## config.mk

```make
export PLATFORM = sky130hd
export DESIGN_NAME = sw_debounce_flat
export DESIGN_NICKNAME = d
export VERILOG_FILES = /design/src/rtl/sw_debounce_if.sv /design/src/rtl/sw_debounce.sv /design/src/flat_wrapper.sv
export SDC_FILE = /design/constraint.sdc
export NUM_CORES = 1
export LEC_CHECK = 0
export BUFFER_PORTS_ARGS = -buffer_cell sky130_fd_sc_hd__buf_2
export CORE_UTILIZATION = 38
export DETAILED_ROUTE_END_ITERATION = 12
export PLACE_DENSITY = 0.64
export RECOVER_POWER = 25
export SLEW_MARGIN = 20
export SYNTH_ARGS = -nofsm -noshare
export SYNTH_HDL_FRONTEND = slang
export SYNTH_SLANG_ARGS = --single-unit
```

## constraint.sdc

```tcl
create_clock -name clk -period 3 [get_ports clk]
set_clock_uncertainty 0.15 [all_clocks]
set_input_delay 0.6 -clock clk [delete_from_list [all_inputs] [get_ports clk]]
set_output_delay 0.6 -clock clk [all_outputs]
set_load 0.01 [all_outputs]
```

## src/rtl/sw_debounce_if.sv

```systemverilog
// Switch-conditioning bus: raw switches and hold come in, and clean levels and change pulses go out.
// The master drives the raw side. The slave is the debouncer.
interface sw_debounce_if #(
  parameter int WIDTH = 8
);
  logic [WIDTH-1:0] sw_raw;
  logic             hold;
  logic [WIDTH-1:0] sw_db;
  logic [WIDTH-1:0] chg_mask;
  logic             sw_chg;

  modport master (
    output sw_raw,
    output hold,
    input  sw_db,
    input  chg_mask,
    input  sw_chg
  );

  modport slave (
    input  sw_raw,
    input  hold,
    output sw_db,
    output chg_mask,
    output sw_chg
  );
endinterface

```

## src/rtl/sw_debounce.sv

```systemverilog
// Per-bit switch conditioner: a 2-flop synchroniser feeds an independent stable-time counter.
// The block also emits a registered one-cycle change pulse for each committed bit.
module sw_debounce #(
  parameter int WIDTH         = 8,
  parameter int CNT_W         = 16,
  parameter int STABLE_CYCLES = 50000
) (
  input  logic          clk,
  input  logic          rst,
  sw_debounce_if.slave  sw
);

  localparam logic [CNT_W-1:0] CNT_LAST = CNT_W'(STABLE_CYCLES - 1);

  logic [WIDTH-1:0] s1_q, s1_d;
  logic [WIDTH-1:0] s2_q, s2_d;
  logic [WIDTH-1:0] db_q, db_d;
  logic [WIDTH-1:0] chg_q, chg_d;
  logic             any_chg_q, any_chg_d;
  logic [CNT_W-1:0] cnt_q [WIDTH];
  logic [CNT_W-1:0] cnt_d [WIDTH];

  function automatic logic [CNT_W-1:0] cnt_inc(input logic [CNT_W-1:0] c);
    return c + CNT_W'(1);
  endfunction

  // Sync stage: s1 -> s2 is a bare flop pair, so nothing may sit between them.
  always_comb begin
    s1_d = sw.sw_raw;
    s2_d = s1_q;
  end

  // Debounce stage: hold beats everything, and a bounce back to sw_db restarts timing.
  always_comb begin
    db_d  = db_q;
    chg_d = '0;
    for (int i = 0; i < WIDTH; i++) begin
      cnt_d[i] = '0;
      if (sw.hold) begin
        cnt_d[i] = '0;
      end else if (s2_q[i] == db_q[i]) begin
        cnt_d[i] = '0;
      end else if (cnt_q[i] == CNT_LAST) begin
        db_d[i]  = s2_q[i];
        chg_d[i] = 1'b1;
      end else begin
        cnt_d[i] = cnt_inc(cnt_q[i]);
      end
    end
    any_chg_d = |chg_d;
  end

  always_ff @(posedge clk or negedge rst) begin
    if (!rst) begin
      s1_q      <= '0;
      s2_q      <= '0;
      db_q      <= '0;
      chg_q     <= '0;
      any_chg_q <= 1'b0;
      for (int i = 0; i < WIDTH; i++) begin
        cnt_q[i] <= '0;
      end
    end else begin
      s1_q      <= s1_d;
      s2_q      <= s2_d;
      db_q      <= db_d;
      chg_q     <= chg_d;
      any_chg_q <= any_chg_d;
      for (int i = 0; i < WIDTH; i++) begin
        cnt_q[i] <= cnt_d[i];
      end
    end
  end

  assign sw.sw_db    = db_q;
  assign sw.chg_mask = chg_q;
  assign sw.sw_chg   = any_chg_q;

endmodule

```

## src/flat_wrapper.sv

```systemverilog
// flat-port wrapper written by rule: the top's interface ports become plain ports
module sw_debounce_flat 
#(
  parameter int WIDTH         = 8,
  parameter int CNT_W         = 16,
  parameter int STABLE_CYCLES = 50000
)
  (clk, rst, sw_sw_raw, sw_hold, sw_sw_db, sw_chg_mask, sw_sw_chg);
  sw_debounce_if #(.WIDTH(WIDTH)) sw_i ();
  input  logic clk;
  input  logic rst;
  input wire logic [$bits(sw_i.sw_raw)-1:0] sw_sw_raw;
  input wire logic [$bits(sw_i.hold)-1:0] sw_hold;
  output wire logic [$bits(sw_i.sw_db)-1:0] sw_sw_db;
  output wire logic [$bits(sw_i.chg_mask)-1:0] sw_chg_mask;
  output wire logic [$bits(sw_i.sw_chg)-1:0] sw_sw_chg;
  assign sw_i.sw_raw = sw_sw_raw;
  assign sw_i.hold = sw_hold;
  assign sw_sw_db = sw_i.sw_db;
  assign sw_chg_mask = sw_i.chg_mask;
  assign sw_sw_chg = sw_i.sw_chg;
  sw_debounce #(.WIDTH(WIDTH), .CNT_W(CNT_W), .STABLE_CYCLES(STABLE_CYCLES)) u_core (.clk(clk), .rst(rst), .sw(sw_i));
endmodule
```

==> run summary <==
CP bufs+invs: 0
Achievable frequency: 0.416 GHz
FF+latch count, synth: 161
Initial antenna violation count: 1
Post-DP HPWL: 8.37 mm
Core ar.: 18200 um2
Starting Density: 0.392
Mux contribution to synthesized area: 0.0126
DR iter-0 viols: 214
CP max stage delay: 570 ps
Post-DRT Antenna Nets: 0
Crit. End Element: flip-flop
Synth warn: 0
Failing checks: design-rule violations, max-capacitance violations, max-slew violations
CP arrival: 2550 ps
Worst VDD drop: 0.536 mV
Largest net degree at the start of global routing: 64
Die area: 19300 um2
Post-Synthesis Cell Area: 7140 um2
DRC: 6
Post-synth net total: 700
Hold Buf Count CTS: 0
Number of global-route vias before repair: 4605
Share of post-route cells with drive strength above 1: 0.101
Largest family of logic cells by synthesized area: simple AND/OR/NAND/NOR gates
Critical Path RT: 3140 ps
# clock sinks: 161
Yosys cell types: 34
Slowest-stage cell, CP: or4_1
LEAKAGE: 3.56 nW
Setup TNS: 0 ps
Fin nets: 742
CTS tree: built
Clock root buffer: clkbuf_16
Cell depth of the worst setup path: 6
Post-synthesis sequential area ratio: 0.564
Row count: 49
Critical path startpoint category: flip-flop
Post-Synth XOR/XNOR Area: 0.143
PostCTS Resize Cnt: 0
PwrDens: 547 nW/um2
Average size of a mapped cell: 10.5 um2
Post-synthesis compound-gate area fraction: 0.00491
Pre-Repair DR Iteration Count: 10
Cells after Synth: 681
Cell mode on critical path: or4_1
Worst path cell trace: ha_1 > and3_4 > nand4_1 > nor3_1 > or4_1 > or4_1
Fin area: 8180 um2
GPL Wtd Cong: 0.759
First-pass GRT wire length: 21.6 mm
Ports: 28
Reg2reg path depth: 6
Hold Vio Cnt, Final: 0
Max cap viols: 1
Hold path depth: 1
Remaining Overflow, GRT: 0
Final WL: 12.3 mm
Critical path class: reg2reg
Die extent in x: 139 um
Setup-failing EPs final: 0
Total track usage: 0.141
Crit-path leading delay family: simple AND/OR/NAND/NOR gates
Final Max Slew Viols: 63
Maximum clock insertion buffer count: 2
Die Ht: 139 um
Vias: 4707
PortBufs: 27
Clock slew at reported path FFs: 60 ps
Routed WL per cell: 12.8 um
RSZ-0062 raised after global routing: false
Ratio of final minimum period to clock period: 0.802
Worst-skew pair later-pin latency: 430 ps
Crit path max fanout: 4
Placed Area: 7580 um2
Status: complete, but fails checks
H-tree depth: 4
Minimum clock period: 2410 ps
Cts bufs inserted: 17
Synth Area in Adders: 0.0140
Setup Fix Bufs, Post-CTS: 0
Relative slew slack: -0.0472
Worst hold path class: in2reg
Layout area overhead: 14.5%
Simple-Gate Fraction of Synth Area: 0.248
Post-DR vias/cell: 4.87
Worst Max-Slew Pin Slew: 1570 ps
per-layer routing:
layer  vias up  wire length, um  track usage
met5         -                0            0
met4         0              256       0.0637
met3        23              489       0.0428
met2        63             5550        0.215
met1      2244             6030        0.186
li1       2377                -            -
area by class of cell:
cell class                 count  area (um2)
antenna                        1        2.50
inverter                      15        56.3
tap                          229         287
clock inverter                11         129
multi-input combinational    496        3020
timing repair buffer          32         183
clock buffer                  21         470
fill                        1718       10000
sequential                   161        4030
sequential cells by signal, indices dropped and copies added, names as in the netlist:
| name | count |
|---|---|
| u_core.sw.chg_mask | 8 |
| u_core.sw.sw_db | 8 |
| u_core.cnt_q | 128 |
| u_core.sw.sw_chg | 1 |
| u_core.s2_q | 8 |
| u_core.s1_q | 8 |
cell families after synthesis:
family,after synthesis
buffers and inverters,24
xor gates and xnor gates,117
adders and majority gates,8
DFF,161
AOI/OAI and AO/OA,7
muxes,8
and+or+nand+nor,356
cells in the mapped netlist:
library cell / count / area [um2]
and3_4: 1 / 11.3
clkbuf_1: 7 / 26.3
buf_2: 2 / 10.0
o21ai_0: 4 / 20.0
xor2_1: 59 / 517
nand3_1: 39 / 195
nand4_1: 26 / 163
inv_1: 15 / 56.3
and4_1: 9 / 78.8
and3_1: 23 / 144
nand4b_1: 1 / 8.76
dfrtp_1: 161 / 4030
nor4b_1: 7 / 61.3
nor4bb_1: 7 / 70.1
nor2_1: 153 / 574
nand4_2: 2 / 25.0
nand4bb_1: 1 / 11.3
mux2_2: 8 / 90.1
or4_1: 2 / 15.0
and2_1: 2 / 12.5
xnor2_1: 58 / 508
a21oi_1: 3 / 15.0
or4b_1: 1 / 10.0
nor2_2: 1 / 6.26
nor3_2: 1 / 10.0
ha_1: 8 / 100
nand2_1: 44 / 165
nor3_1: 19 / 95.1
nor4_1: 3 / 18.8
and4bb_1: 1 / 12.5
nand2b_1: 7 / 43.8
nor2b_1: 1 / 6.26
or3_1: 4 / 25.0
nor3b_1: 1 / 7.51
report_power, final:
group          internal (mW)  total (mW)  switching, mW
Clock                   1.29        2.16          0.867
Sequential              2.19        2.21         0.0136
Combinational         0.0231       0.104         0.0811
final timing paths:
kind                                                    to  slack, ps                       start
hold reg to reg                   u_core.s2_q[5]$_DFF_PN0_        200    u_core.s1_q[5]$_DFF_PN0_
max in group asynchronous       u_core.cnt_q[96]$_DFF_PN0_       1230                         rst
min in group asynchronous  u_core.sw.chg_mask[5]$_DFF_PN0_        410                         rst
hold / removal                    u_core.s1_q[1]$_DFF_PN0_        130                sw_sw_raw[1]
setup / recovery                u_core.sw.sw_chg$_DFF_PN0_        590  u_core.cnt_q[64]$_DFF_PN0_
setup reg to reg                u_core.sw.sw_chg$_DFF_PN0_        590  u_core.cnt_q[64]$_DFF_PN0_
worst reg2reg max path, stage by stage, from the launching register on:
cell and delay, ps:
dfrtp_1 410, ha_1 230, and3_4 200, nand4_1 100, nor3_1 100, or4_1 570
or4_1 500
metrics by stage:
stage / hold WS (ps) / instances / util / power (mW) / worst slack, ps
floorplan: 154 / 681 / - / 2.29 / 820
global placement: 183 / 933 / 0.416 / 2.36 / 635
detailed placement: 185 / 933 / 0.416 / 2.36 / 574
CTS: 24.5 / 965 / 0.449 / 4.54 / 585
global route: 107 / 965 / 0.449 / 4.64 / 487
finish: 126 / 966 / 0.449 / 4.47 / 595
cells in the final DEF (no fill, tap or decap), types with 4 or more instances in the layout:
cell        count
nand4_1        26
or3_1           4
buf_2          24
clkbuf_16      17
xor2_1         59
and4_1          9
ha_1            8
dfrtp_1       161
o21ai_0         4
nor4b_1         7
nand3_1        39
buf_4           4
nor4bb_1        7
clkinvlp_4      5
mux2_2          8
and3_1         23
xnor2_1        58
inv_1          15
nor3_1         19
nor2_1        153
nand2b_1        7
nand2_1        44
(Power assumes the default switching activity.)
